### src/rtl/video_timing_gen_if.sv
// Raster timing bundle between video_timing_gen (master) and its consumers (slave).
// The consumer owns the clock enable; everything else flows out of the generator.
interface video_timing_gen_if;
  logic        en;
  logic [9:0]  x;
  logic [9:0]  y;
  logic        hsync;
  logic        vsync;
  logic        de;
  logic        line_start;
  logic        frame_start;
  logic [15:0] frame_cnt;

  modport master (
    input  en,
    output x, y, hsync, vsync, de, line_start, frame_start, frame_cnt
  );

  modport slave (
    output en,
    input  x, y, hsync, vsync, de, line_start, frame_start, frame_cnt
  );
endinterface

### src/rtl/video_timing_gen.sv
// Parameterised raster timing generator: undelayed x/y counters plus sync/DE/strobes
// delayed by 1+DELAY cycles. Define VTG_FRAME_CNT_EN to build the 16-bit frame counter.
module video_timing_gen #(
  parameter int H_ACTIVE = 640,
  parameter int H_FP     = 16,
  parameter int H_SYNC   = 96,
  parameter int H_BP     = 48,
  parameter int V_ACTIVE = 480,
  parameter int V_FP     = 10,
  parameter int V_SYNC   = 2,
  parameter int V_BP     = 33,
  parameter int H_POL    = 0,
  parameter int V_POL    = 0,
  parameter int DELAY    = 1
) (
  input  logic                pixclk,
  input  logic                rst_n,
  video_timing_gen_if.master  vid
);

  localparam int H_TOTAL  = H_ACTIVE + H_FP + H_SYNC + H_BP;
  localparam int V_TOTAL  = V_ACTIVE + V_FP + V_SYNC + V_BP;
  localparam int HS_START = H_ACTIVE + H_FP;
  localparam int HS_END   = HS_START + H_SYNC;
  localparam int VS_START = V_ACTIVE + V_FP;
  localparam int VS_END   = VS_START + V_SYNC;

  localparam logic [9:0] H_LAST = 10'(H_TOTAL - 1);
  localparam logic [9:0] V_LAST = 10'(V_TOTAL - 1);
  localparam logic       H_ACT_LVL = (H_POL != 0);
  localparam logic       V_ACT_LVL = (V_POL != 0);

  if (H_TOTAL > 1024) begin : g_bad_h_total
    $error("video_timing_gen: H_TOTAL exceeds 1024");
  end
  if (V_TOTAL > 1024) begin : g_bad_v_total
    $error("video_timing_gen: V_TOTAL exceeds 1024");
  end
  if (DELAY < 0 || DELAY > 15) begin : g_bad_delay
    $error("video_timing_gen: DELAY must be 0..15");
  end

  typedef struct packed {
    logic hs;
    logic vs;
    logic de;
    logic ls;
    logic fs;
  } tim_t;

  localparam tim_t TIM_IDLE = '{hs: ~H_ACT_LVL, vs: ~V_ACT_LVL, de: 1'b0, ls: 1'b0, fs: 1'b0};

  logic [9:0] x_q, x_d;
  logic [9:0] y_q, y_d;
  tim_t       tim_d;
  tim_t       pipe_q [0:DELAY];

  // Raster counters: y only advances on the x wrap.
  always_comb begin
    x_d = x_q;
    y_d = y_q;
    if (vid.en) begin
      if (x_q == H_LAST) begin
        x_d = '0;
        y_d = (y_q == V_LAST) ? '0 : y_q + 10'd1;
      end else begin
        x_d = x_q + 10'd1;
      end
    end
  end

  always_ff @(posedge pixclk or negedge rst_n) begin
    if (!rst_n) begin
      x_q <= '0;
      y_q <= '0;
    end else begin
      x_q <= x_d;
      y_q <= y_d;
    end
  end

  // Decode of the current coordinate; registered into pipe_q[0].
  always_comb begin
    tim_d    = TIM_IDLE;
    tim_d.de = ({1'b0, x_q} < 11'(H_ACTIVE)) && ({1'b0, y_q} < 11'(V_ACTIVE));
    tim_d.hs = (({1'b0, x_q} >= 11'(HS_START)) && ({1'b0, x_q} < 11'(HS_END)))
               ? H_ACT_LVL : ~H_ACT_LVL;
    tim_d.vs = (({1'b0, y_q} >= 11'(VS_START)) && ({1'b0, y_q} < 11'(VS_END)))
               ? V_ACT_LVL : ~V_ACT_LVL;
    tim_d.ls = (x_q == 10'd0);
    tim_d.fs = (x_q == 10'd0) && (y_q == 10'd0);
  end

  // Stage 0 plus DELAY further stages; en freezes the whole line so pulses never stretch.
  always_ff @(posedge pixclk or negedge rst_n) begin
    if (!rst_n) begin
      for (int i = 0; i <= DELAY; i++) begin
        pipe_q[i] <= TIM_IDLE;
      end
    end else if (vid.en) begin
      pipe_q[0] <= tim_d;
      for (int i = 1; i <= DELAY; i++) begin
        pipe_q[i] <= pipe_q[i-1];
      end
    end
  end

  assign vid.x           = x_q;
  assign vid.y           = y_q;
  assign vid.hsync       = pipe_q[DELAY].hs;
  assign vid.vsync       = pipe_q[DELAY].vs;
  assign vid.de          = pipe_q[DELAY].de;
  assign vid.line_start  = pipe_q[DELAY].ls;
  assign vid.frame_start = pipe_q[DELAY].fs;

`ifdef VTG_FRAME_CNT_EN
  logic [15:0] frame_cnt_q, frame_cnt_d;
  logic        fs_next;

  // Look one stage ahead so the count changes on the same edge frame_start appears.
  if (DELAY == 0) begin : g_fs_next_d0
    assign fs_next = tim_d.fs;
  end else begin : g_fs_next_dn
    assign fs_next = pipe_q[DELAY-1].fs;
  end

  always_comb begin
    frame_cnt_d = frame_cnt_q;
    if (vid.en && fs_next) begin
      frame_cnt_d = frame_cnt_q + 16'd1;
    end
  end

  always_ff @(posedge pixclk or negedge rst_n) begin
    if (!rst_n) begin
      frame_cnt_q <= '0;
    end else begin
      frame_cnt_q <= frame_cnt_d;
    end
  end

  assign vid.frame_cnt = frame_cnt_q;
`else
  assign vid.frame_cnt = '0;
`endif

endmodule

### src/flat_wrapper.sv
// flat-port wrapper written by rule: the top's interface ports become plain ports
module video_timing_gen_flat 
#(
  parameter int H_ACTIVE = 640,
  parameter int H_FP     = 16,
  parameter int H_SYNC   = 96,
  parameter int H_BP     = 48,
  parameter int V_ACTIVE = 480,
  parameter int V_FP     = 10,
  parameter int V_SYNC   = 2,
  parameter int V_BP     = 33,
  parameter int H_POL    = 0,
  parameter int V_POL    = 0,
  parameter int DELAY    = 1
)
  (pixclk, rst_n, vid_en, vid_x, vid_y, vid_hsync, vid_vsync, vid_de, vid_line_start, vid_frame_start, vid_frame_cnt);
  video_timing_gen_if vid_i ();
  input  logic pixclk;
  input  logic rst_n;
  input wire logic [$bits(vid_i.en)-1:0] vid_en;
  output wire logic [$bits(vid_i.x)-1:0] vid_x;
  output wire logic [$bits(vid_i.y)-1:0] vid_y;
  output wire logic [$bits(vid_i.hsync)-1:0] vid_hsync;
  output wire logic [$bits(vid_i.vsync)-1:0] vid_vsync;
  output wire logic [$bits(vid_i.de)-1:0] vid_de;
  output wire logic [$bits(vid_i.line_start)-1:0] vid_line_start;
  output wire logic [$bits(vid_i.frame_start)-1:0] vid_frame_start;
  output wire logic [$bits(vid_i.frame_cnt)-1:0] vid_frame_cnt;
  assign vid_i.en = vid_en;
  assign vid_x = vid_i.x;
  assign vid_y = vid_i.y;
  assign vid_hsync = vid_i.hsync;
  assign vid_vsync = vid_i.vsync;
  assign vid_de = vid_i.de;
  assign vid_line_start = vid_i.line_start;
  assign vid_frame_start = vid_i.frame_start;
  assign vid_frame_cnt = vid_i.frame_cnt;
  video_timing_gen #(.H_ACTIVE(H_ACTIVE), .H_FP(H_FP), .H_SYNC(H_SYNC), .H_BP(H_BP), .V_ACTIVE(V_ACTIVE), .V_FP(V_FP), .V_SYNC(V_SYNC), .V_BP(V_BP), .H_POL(H_POL), .V_POL(V_POL), .DELAY(DELAY)) u_core (.pixclk(pixclk), .rst_n(rst_n), .vid(vid_i));
endmodule
### config.mk
export PLATFORM = sky130hd
export DESIGN_NAME = video_timing_gen_flat
export DESIGN_NICKNAME = d
export VERILOG_FILES = /design/src/rtl/video_timing_gen_if.sv /design/src/rtl/video_timing_gen.sv /design/src/flat_wrapper.sv
export SDC_FILE = /design/constraint.sdc
export NUM_CORES = 1
export LEC_CHECK = 0
export CORE_ASPECT_RATIO = 2
export CORE_MARGIN = 3
export CORE_UTILIZATION = 52
export DETAILED_ROUTE_END_ITERATION = 7
export PLACE_DENSITY_LB_ADDON = 0.08
export SLEW_MARGIN = 20
export SYNTH_ARGS = -nofsm -noshare
export SYNTH_HDL_FRONTEND = slang
export SYNTH_SLANG_ARGS = --single-unit
### constraint.sdc
create_clock -name pixclk -period 5.1 [get_ports pixclk]
set_input_delay 1.02 -clock pixclk [delete_from_list [all_inputs] [get_ports pixclk]]
set_output_delay 1.02 -clock pixclk [all_outputs]
set_load 0.03 [all_outputs]
# Yosys cells after proc, flatten, opt, wreduce, memory -nomap -nowiden
# Cells that the tools add are included.
# totals
in_bits	3
register_bits	30
out_inout_bits	41
wordCells	33
# op_classes
reduce_logical	7
n_addsub	2
magnitude_cmp	6
eq_ne	2
mux	4
# ops
cell	n
adder 10 x 1 -> 10 bit (second input constant)	2
equality test 10 bit (second input constant)	2
logical NOT 10 bit	2
less-than comparator 10 bit (second input constant)	2
less-than comparator 10 x 9 -> 1 bit (second input constant)	2
two-way mux 10 bit	2
>= comparator 10 bit (second input constant)	1
>= comparator 10 x 9 -> 1 bit (second input constant)	1
logical AND 1 bit	4
two-way mux 1 bit	2
AND reduction 2 bit	1

# Logic depth before layout (Yosys ltp)
# logic_depth
word_depth	3
ltp_mapped	6
depth_no_buf	6

# Worst setup path before layout
# Ideal clock, no wire load.
# synth_path
path_kind	input port to flip-flop
start	input vid_en
end	register u_core.x_q[9] (netlist: u_core.vid.x[9])
path_stages	5
setup_slack_ps	2960
arrival_ps	2010
required_ps	4969
cell_sequence	buf_1 -> nand3_1 -> nor3_1 -> a211o_1 -> o211ai_1
# synth_rtl
element	line_no	source
start: declaration	flat_wrapper.sv:20	input wire logic [$bits(vid_i.en)-1:0] vid_en;
end signal: assignment	video_timing_gen.sv:74	x_q <= '0;
end signal: assignment	video_timing_gen.sv:77	x_q <= x_d;
end: declaration	video_timing_gen.sv:53	logic [9:0] x_q, x_d;

==> results <==
- The commonest non-fill, non-tap cell in the layout is sky130_fd_sc_hd__clkdlybuf4s50_1.
- Clock-pin slew was measured on the worst setup and hold paths at 70 ps.
- For this run, the share of the core covered by cells in the final layout is about two thirds.
- In the global route stage, overall resource usage came out at 20.6%.
- The half-perimeter wire length after placement is about 2700 um.
- Across the whole layout, storage elements account for 756 sq um.
- Yosys mapped the design onto 43 distinct sky130hd cell types.
- Once detail routing completed, the nets flagged for antenna violations numbered 0.
- The maximum number of buffers from clock root to sink is 2.
- For the worst setup path, the data arrival time is roughly 3000 ps.
- The mean number of vias per cell is about 5.8.
- Row generation in the floorplan step produced 28 rows.
- After the last flow step, the layout net total stands at 200.
- At the pin with the least slew margin, the transition time is approximately 770 ps.
- A synthesized cell averages slightly above 10 sq um.
- The wire length of the first global-routing pass is a little over 6000 um.
- Of all nets on the critical path, the largest fanout is 22.
- The category of the worst setup path capture point is a flop.
- The number of buffers created by CTS is 5.
- The total detailed-routing wirelength is 3560 um.
- The post-layout minimum cycle time is approximately 2900 ps.
- The first TritonRoute pass finished after 4 iterations.
- The family with the most delay on the worst path is buffers and inverters.
- The total overflow left after global routing is 0.
- The clock net in this run drives a total of 30 sinks.
- The required time reported for the critical path endpoint is 5250 ps.
- For this run, the top clock speed supported by timing is 0.351 GHz.
- 0 antenna diodes ended up in the layout.
- The cell area after synthesis is 1700 sq um.
- Measured against its own limit, the worst slew margin works out to 48.8%.
- Power spread over the standard cell area amounts to 343 nW/um^2.
- The async set or reset register ratio after synthesis is 100%.
- The number of pins exceeding their max-slew limit in the final report was 0.
- Dividing the detail-routed wire length by the instance count gives 15.9 um.
- The portion of the clock cycle consumed by the worst path in the final layout is 55.9%.
- The worst-skew pair later-pin latency is 280 ps.
- Setup total negative slack on the finished layout was measured at 0 ps.
- Post-CTS repair changed the size of 0 cells.
- The launch point of the worst reg-to-reg path is u_core.vid.x[6]$_DFFE_PN0P_.
- The number of maximum-capacitance constraint violations is 0.
- The footprint of the multi-input gates is 800 sq um.
- The start point of the worst hold path is u_core.pipe_q[8]$_DFFE_PN1P_.
- The quantity of hold-fixing buffers added after cts is 0.
- The total via count in the routed design is 1288.
- The signal on the critical path passes through clkdlybuf4s50_1 > nand2_1 > nor4_4 > a211o_1 > o211ai_1.
- In this run the static leakage power is ~0.86 nW.
- The cell count after synthesis is 165.
- The largest stage delay on the critical path is about 960 ps.
- The number of global-route vias before repair came to 1349.
- The post-route netlist has between 10% and 20% of its cells at a drive strength greater than 1.
- The TritonCTS clock tree is yes.
- The kind of critical path is in2reg.
- The pin count of the biggest net entering global routing is 31.
- After floorplanning, the core was sized to cover 3050 sq um.
- Sequential cells were found to cover 44.5% of the synthesized design area.
- In the synthesized netlist the dominant register cell turns out to be sky130_fd_sc_hd__dfrtp_1.
- In the layout the commonest cells are sky130_fd_sc_hd__clkdlybuf4s50_1 (27), sky130_fd_sc_hd__dfrtp_1 (26), sky130_fd_sc_hd__conb_1 (16), sky130_fd_sc_hd__nand2_1 (13).
- Measured along the y axis, the die boundary spans roughly 87 um.
- The starting utilization of the core area is 55.7%.
- Routability-driven placement finished with a final weighted congestion of roughly 0.88.
- Setup repair after global routing left no endpoint under its margin.
- The tightest min-delay check is of the reg2reg type.
- The critical path starts at vid_en.
- The total count of hold-check failures in the final report is 0.
- Buffers added to address setup during post-CTS repair amount to 0.
- The count of yosys warnings during synthesis is 0.
- The run finished with clean final reports.
- The level count of the clock H-tree is 2.
- For this run, design rule violations remaining after detail routing come to 0.
- The worst setup path is launched from an input pin.
- The filler cells instantiated in the layout total 256.
- Across the routed clock network, the largest skew measured is around 3.8 ps.
- The area growth from synthesis to layout is 17.4%.
- 44 I/O pins were placed.
- In this run the clock root is driven by a sky130_fd_sc_hd__clkbuf_8.
- Setup violations remaining at the end of the flow were counted as 0.
- Yosys mapped a number of flops with a built-in enable equal to 0.
- The number of antenna violations at the first check in global routing is 0.
- The number of buffers and inverters on the critical path is 1.
- VDD sags by at most 0.000225 V.
- The cell with the largest stage delay on the worst path is sky130_fd_sc_hd__clkdlybuf4s50_1.
- The initial DRC count is 14.
- The floorplan step defined a die boundary enclosing 4030 sq um.
- In this run the tool buffered the top-level ports with 27 buffer cells.
- The synthesized design contains 30 register bits.
- The floorplan step set the die width to ~46 um.
## stage by stage
step	power, mW	instance area (sq um)	setup WS, ps	instances	hold slack (ps)
after floorplan	0.439	1750	2960	180	465
after global placement	0.484	1900	2040	216	478
after detailed placement	0.490	1900	1970	216	479
after CTS	0.690	1990	2240	224	488
after global routing	0.720	1990	2100	224	521
final	0.684	1990	2250	224	487
## report_power, final
part           internal [mW]  switching (mW)  total (mW)
logic                 0.0687           0.116       0.185
registers              0.259          0.0408       0.299
clock network          0.108          0.0910       0.199
total                  0.436           0.248       0.684
## registers in the layout (all words and copies together) (netlist names)
| signal | cells |
|---|---|
| u_core.pipe_q | 5 |
| u_core.vid.de | 1 |
| u_core.vid.frame_start | 1 |
| u_core.vid.hsync | 1 |
| u_core.vid.line_start | 1 |
| u_core.vid.vsync | 1 |
| u_core.vid.x | 10 |
| u_core.vid.y | 10 |
## worst register-to-register path: stages, from the launching register on
cell                      delay, ps
sky130_fd_sc_hd__dfrtp_1        470
sky130_fd_sc_hd__or3b_4         470
sky130_fd_sc_hd__nor4_4         450
sky130_fd_sc_hd__nand4_1        190
sky130_fd_sc_hd__xnor2_1        160
## cells in the mapped netlist, drive strengths merged, types with 2 or more instances
library cell / instances / area, sq um
nor2b: 2 / 12.5
mux2i: 2 / 20.0
dfrtp: 26 / 651
o21ai: 3 / 15.0
xor2: 2 / 17.5
a31oi: 3 / 18.8
nor2: 7 / 26.3
nand3: 8 / 40.0
nor4: 7 / 73.8
dfstp: 4 / 105
xnor2: 7 / 61.3
nand4: 8 / 50.1
inv: 7 / 26.3
nor3: 5 / 25.0
buf: 20 / 154
nand2: 13 / 48.8
and3: 6 / 38.8
a21oi: 4 / 20.0
mux2: 7 / 78.8
clkbuf: 2 / 17.5
or3: 2 / 12.5
ha: 4 / 50.1
## layer usage
metal / global-route usage [%] / up-vias / routed length (um)
li1: - / 606 / -
met1: 23.2 / 640 / 1290
met2: 34.5 / 34 / 2020
met3: 4.57 / 8 / 151
met4: 10.4 / 0 / 96
met5: 0 / - / 0
## cells by family (layout without fill, tap and decap cells)
group / count (synthesis) / after routing / share of synthesized area (%)
multiplexers: 9 / 9 / 5.83
AO/OA/AOI/OAI: 18 / 18 / 7.23
AND/OR/NAND/NOR: 65 / 65 / 22.9
adder cells (fa/ha/maj): 4 / 4 / 2.95
XOR/XNOR: 9 / 9 / 4.65
other: 1 / 16 / 0.221
flip-flops: 30 / 30 / 44.5
buffers and inverters: 29 / 43 / 11.7
## final timing paths
check                                                to  slack (ps)  cells past startpoint
max                         u_core.vid.x[9]$_DFFE_PN0P_        2250                      5
min                        u_core.pipe_q[8]$_DFFE_PN1P_         490                      2
max reg2reg                 u_core.vid.y[8]$_DFFE_PN0P_        3240                      4
min reg2reg                u_core.pipe_q[8]$_DFFE_PN1P_         490                      2
max in group asynchronous  u_core.pipe_q[8]$_DFFE_PN1P_        3660                      2
min in group asynchronous   u_core.vid.x[4]$_DFFE_PN0P_        1120                      2
## layout make-up
class                   instances  share of cell area (%)
multi-input cells             121                    40.1
flip-flops and latches         30                    37.9
repair buffers                 28                    13.9
clock buffers                   6                    4.15
well taps                      30                    1.88
inverters                       7                    1.32
clock inverters                 2                   0.628
Power figures use the tool's default switching activity.
==> patch: new RTL, config.mk and constraints unchanged <==
Take the reset off `x_q` and load it in a clocked block of its own.
--- a/src/rtl/video_timing_gen.sv
+++ b/src/rtl/video_timing_gen.sv
@@ -72,10 +72,12 @@
   always_ff @(posedge pixclk or negedge rst_n) begin
     if (!rst_n) begin
-      x_q <= '0;
       y_q <= '0;
     end else begin
-      x_q <= x_d;
       y_q <= y_d;
     end
+  end
+
+  always_ff @(posedge pixclk) begin
+    x_q <= x_d;
   end
 
Check against the original RTL: not equivalent (Yosys sat finds a counterexample within 4 cycles, from zero or initial values and one cycle with rst_n low).
==> patch against the original RTL <==
- utilization grew 1.8 points
- via count grew 0.31%
- wire length grew 6.9%
- sequential cell count is the same
- global-route usage grew 1.7 points
- setup slack gained 0.14 ns
- area after synthesis shrank 1.0%
- cell area grew 1.5%
- clock skew grew 0.0066 ns
Power is not compared: it rests on default switching activity, and its combinational part moved more than twofold at a synthesized area within 25%.
==> patch: results (changes against the original RTL) <==
Total Routing Usage GR - 0.223 (+0.0168)
reg2reg end - u_core.vid.y[6]
grt met2 use - 0.378 (+0.0327)
Critical Path End - u_core.vid.y[5]
Reg2Reg Depth - 5 (+1)
Non-clock buffer share - 0.137 (-0.00207)
WL met1 - 1430 um (+11%)
Fillers - 278 (+8.6%)
CP peak stage delay - 0.73 ns (-0.23 ns)
Critical-path top delay cell - clkdlybuf4s50_1
relative slew slack - 0.417 (-0.0712)
initial DRC count - 34 (+20)
Final Wtd Congestion - 0.883 (+0.62%)
largest net degree at the start of global routing - 21 (-32%)
DP HPWL - 2840 um (+6.1%)
ranking of synthesized cells by area - dfrtp_1, edfxtp_1, buf_4, dfstp_2, mux2_2
register area - 806 sq um (+6.6%)
detailed-route via count - 1292 (+0.31%)
crit path DAT - 2.88 ns (-0.12 ns)
non-clock inverter count in the final layout - 8 (+1)
nets@finish - 195 (-2.5%)
Worst R2R Start - u_core.vid.x[0]
final wirelength - 3800 um (+6.9%)
Post-synth top cells - buf_4, dfrtp_1, nand2_1
static leakage - 0.857 nW
number of enable flip-flop cells after synthesis - 10 (+10)
status - complete, no violations
met1 usage - 0.247 (+0.0143)
sequential area share after synthesis - 0.480 (+0.0345)
post-synth cell types - 42 (-2.3%)
flop-to-flop setup slack - 3.29 ns (+0.05 ns)
routed wl met3 - 137 um (-9.3%)
multi-input gate share of total cell area - 0.373 (-0.0282)
GR Util met3 - 0.0541 (+0.00832)
Hold WS - 0.499 ns (+0.0118 ns)
first-pass GRT wire length - 6480 um (+5.9%)
clock buffers - 7 (+1)
ys async rst share - 0.667 (-0.333)
## patch: cell families after synthesis
group	count (synthesis)	synth area share
buffers and inverters	29	0.104
xor gates and xnor gates	10	0.0566
and+or+nand+nor	57	0.203
muxes	7	0.0462
adders and majority gates	4	0.0298
AOI/OAI and AO/OA	21	0.0782
DFF	30	0.480
other	1	0.00223
## patch: stage by stage
stage | instances | worst slack, ns | cell area (sq um)
after floorplan | 174 | 2.91 | 1740
after global placement | 211 | 2.13 | 1910
after detailed placement | 211 | 2.10 | 1910
after CTS | 219 | 2.39 | 2020
after global routing | 219 | 2.32 | 2020
final | 219 | 2.39 | 2020
## patch: report_power, final
part / switching [W] / leakage (nW) / internal [W] / total [W]
clock: 0.0000876 / 0.0585 / 0.000159 / 0.000247
combinational: 0.0000596 / 0.455 / 0.0000313 / 0.0000908
sequential: 0.0000178 / 0.344 / 0.000264 / 0.000282
total: 0.000165 / 0.857 / 0.000455 / 0.000620
